## config.mk

```make
export PLATFORM = sky130hd
export DESIGN_NAME = mul_share_arbiter
export DESIGN_NICKNAME = d
export VERILOG_FILES = /design/src/rtl/mul_share_arbiter.sv
export SDC_FILE = /design/constraint.sdc
export NUM_CORES = 2
export LEC_CHECK = 0
export BUFFER_PORTS_ARGS = -buffer_cell sky130_fd_sc_hd__buf_4
export CELL_PAD_IN_SITES_DETAIL_PLACEMENT = 0
export CELL_PAD_IN_SITES_GLOBAL_PLACEMENT = 1
export CORE_MARGIN = 1.5
export CORE_UTILIZATION = 44
export CTS_CLUSTER_SIZE = 16
export DETAILED_ROUTE_END_ITERATION = 8
export PLACE_DENSITY_LB_ADDON = 0.1
export SETUP_SLACK_MARGIN = 0.3
export SYNTH_ARGS = -nofsm -noshare
export SYNTH_HDL_FRONTEND = slang
export SYNTH_SLANG_ARGS = --single-unit
```

## constraint.sdc

```tcl
create_clock -name clk -period 7.6 [get_ports clk]
set_input_delay 0.38 -clock clk [delete_from_list [all_inputs] [get_ports clk]]
set_output_delay 0.38 -clock clk [all_outputs]
set_load 0.02 [all_outputs]
```

## src/rtl/mul_share_arbiter.sv

```systemverilog
`default_nettype none
// ============================================================================
// Module   : mul_share_arbiter
// Brief    : Round-robin share of one signed 32x32 multiplier among NUM_REQ
//            requesters, with a stallable MUL_LATENCY-stage result pipeline.
// Revision : 1.0 - initial release
// ============================================================================
module mul_share_arbiter #(
    parameter int NUM_REQ     = 4,
    parameter int MUL_LATENCY = 2,
    parameter int ID_W        = 2
) (
    input  logic                    clk,
    input  logic                    rst,
    input  logic [NUM_REQ-1:0]      req_valid,
    output logic [NUM_REQ-1:0]      req_ready,
    input  logic [NUM_REQ*32-1:0]   req_a,
    input  logic [NUM_REQ*32-1:0]   req_b,
    output logic                    res_valid,
    input  logic                    res_ready,
    output logic [ID_W-1:0]         res_id,
    output logic [63:0]             res_product,
    output logic                    busy
);

    localparam int c_PIPE_STAGES = (MUL_LATENCY > 1) ? MUL_LATENCY - 1 : 1;

    logic              w_adv;
    logic              w_found;
    logic [ID_W-1:0]   w_win;
    logic [ID_W:0]     w_idx;
    logic [31:0]       w_sel_a;
    logic [31:0]       w_sel_b;
    logic              w_accept;
    logic [63:0]       w_product;

    logic [ID_W-1:0]   r_rr_ptr;
    logic              r_s1_valid;
    logic [31:0]       r_s1_a;
    logic [31:0]       r_s1_b;
    logic [ID_W-1:0]   r_s1_id;

    assign w_adv = !res_valid | res_ready;

    // Search starts one past the last winner so every requester gets a turn.
    always_comb begin
        w_found = 1'b0;
        w_win   = '0;
        w_idx   = '0;
        for (int k = 1; k <= NUM_REQ; k++) begin
            w_idx = {1'b0, r_rr_ptr} + (ID_W+1)'(k);
            if (w_idx >= (ID_W+1)'(NUM_REQ)) begin
                w_idx = w_idx - (ID_W+1)'(NUM_REQ);
            end
            for (int i = 0; i < NUM_REQ; i++) begin
                if (!w_found && (w_idx == (ID_W+1)'(i)) && req_valid[i]) begin
                    w_found = 1'b1;
                    w_win   = ID_W'(i);
                end
            end
        end
    end

    always_comb begin
        req_ready = '0;
        w_sel_a   = '0;
        w_sel_b   = '0;
        for (int i = 0; i < NUM_REQ; i++) begin
            if (w_win == ID_W'(i)) begin
                req_ready[i] = w_adv & w_found & !rst;
                w_sel_a      = req_a[32*i +: 32];
                w_sel_b      = req_b[32*i +: 32];
            end
        end
    end

    assign w_accept = |(req_valid & req_ready);

    always_ff @(posedge clk) begin
        if (rst) begin
            r_rr_ptr   <= ID_W'(NUM_REQ - 1);
            r_s1_valid <= 1'b0;
            r_s1_a     <= '0;
            r_s1_b     <= '0;
            r_s1_id    <= '0;
        end else begin
            if (w_accept) begin
                r_rr_ptr <= w_win;
            end
            if (w_adv) begin
                r_s1_valid <= w_accept;
                if (w_accept) begin
                    r_s1_a  <= w_sel_a;
                    r_s1_b  <= w_sel_b;
                    r_s1_id <= w_win;
                end
            end
        end
    end

    // Shared multiplier: full-width signed product of the stage-1 operands.
    assign w_product = $signed({{32{r_s1_a[31]}}, r_s1_a}) *
                       $signed({{32{r_s1_b[31]}}, r_s1_b});

    generate
        if (MUL_LATENCY == 1) begin : g_comb_out
            assign res_valid   = r_s1_valid;
            assign res_id      = r_s1_id;
            assign res_product = w_product;
            assign busy        = r_s1_valid;
        end else begin : g_pipe_out
            logic [c_PIPE_STAGES-1:0] r_pv;
            logic [ID_W-1:0]          r_pid [c_PIPE_STAGES];
            logic [63:0]              r_pp  [c_PIPE_STAGES];

            // Bubbles shift along with real operations so ordering is preserved.
            always_ff @(posedge clk) begin
                if (rst) begin
                    r_pv <= '0;
                    for (int j = 0; j < c_PIPE_STAGES; j++) begin
                        r_pid[j] <= '0;
                        r_pp[j]  <= '0;
                    end
                end else if (w_adv) begin
                    r_pv[0]  <= r_s1_valid;
                    r_pid[0] <= r_s1_id;
                    r_pp[0]  <= w_product;
                    for (int j = 1; j < c_PIPE_STAGES; j++) begin
                        r_pv[j]  <= r_pv[j-1];
                        r_pid[j] <= r_pid[j-1];
                        r_pp[j]  <= r_pp[j-1];
                    end
                end
            end

            assign res_valid   = r_pv[c_PIPE_STAGES-1];
            assign res_id      = r_pid[c_PIPE_STAGES-1];
            assign res_product = r_pp[c_PIPE_STAGES-1];
            assign busy        = r_s1_valid | (|r_pv);
        end
    endgenerate

endmodule
`default_nettype wire

```

# Word level (Yosys, flattened, before mapping)
# Memories as Yosys holds them, arrays and structs flattened.
# Cells that the tools add are included.
[totals] output_inout_bits=72 memories=2 mem_bits_rw=66 input_bits=263 ff_bits=70 elab_cells=154
[memory_table] memory="g_pipe_out.r_pp" words=1 width=64 rd=1 rd_clocked_by_memory_dff=0 wr=1 line_no="114" source="logic [63:0] r_pp [c_PIPE_STAGES];"
[memory_table] memory="g_pipe_out.r_pid" words=1 width=2 rd=1 rd_clocked_by_memory_dff=0 wr=1 line_no="113" source="logic [ID_W-1:0] r_pid [c_PIPE_STAGES];"
[op_classes] mux=56 n_mul=1 bitwise=5 n_reduce_logical=57 magnitude_cmp=4 addsub=8 eq_ne=15
[op_table] op="$mux 32" n=8
[op_table] op="$mul 32x32->64" n=1
[op_table] op="$mux 64" n=1
[op_table] op="$reduce_or 64->1" n=1
[op_table] op="$logic_and 1x1->1" n=31
[op_table] op="$mux 2" n=15
[op_table] op="$mux 1" n=28
[op_table] op="$eq 3x2->1 const B" n=8
[op_table] op="$logic_not 1->1" n=17
[op_table] op="$eq 3x1->1 const B" n=4
[op_table] op="$ge 3x3->1 const B" n=4
[op_table] op="$logic_not 3->1" n=4
[op_table] op="$mux 3" n=4
[op_table] op="$sub 3x3->3 const B" n=4
[op_table] op="$add 2x2->3 const B" n=2
[op_table] op="$and 4x4->4" n=1
[op_table] op="$eq 2x2->1 const B" n=2
[op_table] op="$reduce_or 4->1" n=1
[op_table] op="$add 2x1->3 const B" n=1
[op_table] op="$add 2x3->3 const B" n=1
[op_table] op="$and 1x1->1" n=2
[op_table] op="$eq 2x1->1 const B" n=1
[op_table] op="$logic_not 2->1" n=1
[op_table] op="$or 1x1->1" n=2
[op_table] op="2 further kinds" n=2

# Longest topological paths before layout
[depth] ltp_word=72 mapped_depth=30 ltp_nobuf=28

# Worst setup path after synthesis
# No wires, ideal clock.
[synth_path] path_kind="register to register" startpoint="register r_s1_a[31]" endpoint="memory g_pipe_out.r_pp[0][58] (data pin)" period_less_slack_ns=7.812 required_time_ns=7.465 n_path_buf=2 path_slack_ns=-0.212 stages_incl_launch_ff=25 arrival_ns=7.676 setup_ns=0.135 cell_sequence="dfxtp_1 -> clkbuf_1 -> nand2_1 -> inv_1 -> fa_1 -> fa_1 -> fa_1 -> fa_1 -> fa_1 -> inv_1 -> fa_1 -> fa_1 -> fa_1 -> inv_1 -> ha_1 -> clkbuf_1 -> nand3_1 -> nor4_1 -> a211oi_1 -> o21ai_0 -> a21oi_1 -> o31ai_4 -> a211oi_2 -> or4b_1 -> nand3_1"
[synth_via] elab_chain_len=2
[synth_rtl] element="from (decl)" line_no="39" source="logic [31:0] r_s1_a;"
[synth_rtl] element="from (signal assigned)" line_no="93" source="r_s1_a <= w_sel_a;"
[synth_rtl] element="$mul 32x32->64" line_no="102" source="assign w_product = $signed({{32{r_s1_a[31]}}, r_s1_a}) *"
[synth_rtl] element="$mux 64 (no source line)"
[synth_rtl] element="to (decl)" line_no="114"
# No other way between the ends.

# Worst setup path after layout
[layout_path] startpoint="register r_s1_b[2]" endpoint="memory g_pipe_out.r_pp[0][50] (data pin)"
[layout_via] elab_chain_len=2
[layout_rtl] element="from (decl)" line_no="40" source="logic [31:0] r_s1_b;"
[layout_rtl] element="from (signal assigned)" line_no="94" source="r_s1_b <= w_sel_b;"
[layout_rtl] element="$mul 32x32->64" line_no="102"
[layout_rtl] element="$mux 64 (no source line)"
# No other way between the ends.

==> metrics.cfg <==
[sta]
rsz0062_at_grt = yes
hold_viol = 0
fin_crit_sh_pct = 101
max_slew_margin_pct = 13.0
tightest_slew_ns = 1.30
max_freq_ghz = 0.130
finalClockSkew_ns = 0.0198
slew_viol_final = 0
min_period_ns = 7.67
setup_viol = 5
setup_slack_ns = -0.0718
fin_setup_tns_ns = -0.171

[worst_hold_path]
worstHoldPathType = in -> reg
min_from = res_ready
min_to = res_valid
hold_depth = 3

[floorplan]
rows = 114
die_area_um2 = 99300
start_util_pct = 44.4
coreArea_um2 = 96600
die_x_um = 315
io_pins = 335
die_h_um = 315

[detailed_routing]
wl_per_cell_um = 20.9
dr.pass1.iters = 5
drt_iter0_markers = 1853
ant_nets = 0
routed_wl_um = 141000
routed_via_density = 5.07
drc = 0
via_count = 34355

[place]
place_congestion = 0.920
dpl.hpwl_um = 116000
post_dp_cell_area_um2 = 50400
pre_cts_ws_ns = -0.495
port_buffers = 334

[final_layout]
fill_cells = 8880
drive_gt1_share_pct = 23.6
area_growth_pct = 26.5
layout_commonest_cell = inv_1
finalCoreUtilization_pct = 56.2
final_design_area_no_fill_um2 = 54200
nNetsFinal = 7013
antennaDiodeCount = 0
layout_common_cells = inv_1, fa_1, nand2_1, buf_4, and2_1

[clock_network]
insertion_delay_ns = 0.52
clkTransAtPathRegs_ns = 0.07
cts_max_path_buffers = 2
cts_sinks = 136
cts_hold_buf = 0
htreeDepth = 4
cts_tree = built
numCtsBuffers = 17
clockRootBuffer = clkbuf_16

[grt]
antenna_found_initial = 7
grt_pass1_vias = 37481
grt_max_degree = 88
grt_pass1_wl_um = 218000
grt_usage_pct = 29.6
grt_overflow = 0

[power]
p_sw_share_pct = 50.2
peakVddDrop_v = 0.000279
clock_power_share_pct = 7.8
seqPwrFrac_pct = 9.1
intPower_mw = 6.03
finalPower_mw = 12.1
p_switching_mw = 6.08
comb_power_share_pct = 83.1
powerDensity_nw_per_um2 = 223
p_leak_nw = 24.9

[logic_synthesis]
ys_warn_count = 0
ys_seq_elements = 136
syn_area_um2 = 42900
ys_types = 66
syn-num-nets = 6351
seq_area_frac_synth_pct = 7.89
ys.flop_type = dfxtp_1
syn_inst = 4822
async_reset_ff_share_pct = 0
synth_area_per_cell_um2 = 8.89
synth_edf_count = 66

[critical_path]
critPathMaxFanout = 7
ff2ff_path_depth = 32
arrival_ns = 8.02
path_class = reg -> reg
worstSetupEndpointType = flop
rrSetupSlack_ns = -0.07
r2r_start = r_s1_b[2]
critPathMostFrequentCell = fa_1
cpPeakStageDelay_ns = 0.59
reg2reg_to = g_pipe_out.r_pp[0][50]
start_kind = flop
crit_buf_inv = 13
critical-path-top-delay-family = adder cells
required_ns = 7.94
cp_slowest_cell = fa_1

[run]
drv_cap = 0

[run_status]
violations = negative setup slack
run_status = finished, violations left

==> metrics by stage <==
stage | cells | hold WS, ns
after floorplan | 4822 | 0.436
after global placement | 6617 | 0.454
after detailed placement | 6617 | 0.464
after CTS | 6725 | 0.236
after global routing | 6773 | 0.284
final | 6773 | 0.276
==> power by group through the flow <==
stage / registers, mW / clock network, mW / logic (mW)
floorplan: 1.23 / 0 / 4.98
global placement: 1.10 / 0 / 8.50
detailed placement: 1.10 / 0 / 8.54
CTS: 1.10 / 0.975 / 9.60
global route: 1.11 / 0.997 / 11.2
finish: 1.10 / 0.946 / 10.1
==> flip-flops by register name, indices dropped and copies added (netlist names) <==
name / flops
res_valid: 1
g_pipe_out.r_pid: 2
r_s1_b: 32
r_s1_a: 32
r_rr_ptr: 2
r_s1_valid: 1
g_pipe_out.r_pp: 64
r_s1_id: 2
==> synth_stat cells (3+ instances only) <==
library cell	instances	area share [%]
a211o_1	3	0.061
a211oi_1	75	1.3
a211oi_2	3	0.088
a21o_1	31	0.54
a21oi_1	134	1.6
a221oi_1	3	0.061
a311oi_1	63	1.3
a31oi_1	4	0.058
and2_1	308	4.5
and3_1	9	0.13
buf_2	5	0.058
clkbuf_1	275	2.4
dfxtp_1	70	3.3
edfxtp_1	66	4.6
fa_1	1082	51
ha_1	184	5.4
inv_1	1132	9.9
nand2_1	938	8.2
nand2b_1	42	0.61
nand3_1	10	0.12
nand4_1	19	0.28
nor2_1	150	1.3
nor2b_1	8	0.12
nor3_1	23	0.27
nor3b_1	5	0.088
o211ai_1	4	0.070
o21a_1	10	0.18
o21ai_0	34	0.40
o21ai_1	12	0.14
o21bai_1	14	0.25
xnor2_1	36	0.74
xor2_1	23	0.47
==> layout make-up <==
cell class | instances | area [um2] | area share [%]
clock buffer | 17 | 425 | 0.784
sequential | 136 | 3470 | 6.41
clock inverter | 15 | 200 | 0.369
tap | 1276 | 1600 | 2.94
inverter | 1132 | 4260 | 7.85
multi-input combinational | 3271 | 35600 | 65.6
timing repair buffer | 926 | 8730 | 16.1
==> cells by family after synthesis <==
logic type / after synthesis / share of synthesized area [%]
compound gates: 416 / 6.61
xor+xnor: 59 / 1.21
fa+ha+maj: 1266 / 55.9
buf+inv: 1415 / 12.4
flops: 136 / 7.89
mux: 2 / 0.0467
simple gates: 1528 / 15.9
==> layer usage <==
layer | up-vias | wire, um | GRT usage, %
li1 | 15478 | - | -
met1 | 17864 | 54600 | 35.1
met2 | 782 | 74700 | 54.2
met3 | 225 | 5520 | 3.20
met4 | 6 | 6640 | 12.1
met5 | - | 40 | 0
==> worst min-delay path, delay by kind of cell <==
family / cells / cell delay, ns
and+or+nand+nor: 1 / 0.18
AOI/OAI and AO/OA: 1 / 0.09
buffers and inverters: 1 / 0.08
==> how the worst max path moves through the flow <==
stage                     from                endpoint  slack, ns  cells past startpoint
detailed placement  r_s1_b[17]  g_pipe_out.r_pp[0][61]      -0.49                     27
global placement    r_s1_b[17]  g_pipe_out.r_pp[0][61]      -0.45                     27
floorplan           r_s1_a[31]  g_pipe_out.r_pp[0][60]       0.31                     23
global route        r_s1_a[11]  g_pipe_out.r_pp[0][58]      -0.28                     28
finish               r_s1_b[2]  g_pipe_out.r_pp[0][50]      -0.07                     32
CTS                 r_s1_b[11]  g_pipe_out.r_pp[0][63]       0.03                     29
==> repair_timing <==
action                     4_1_cts  5_1_grt
setup endpoints to repair       29       38
resized for setup              316      177
cloned                          10        2
pin swaps                      158      113
setup buffers                   66       46
(Power assumes the default switching activity.)
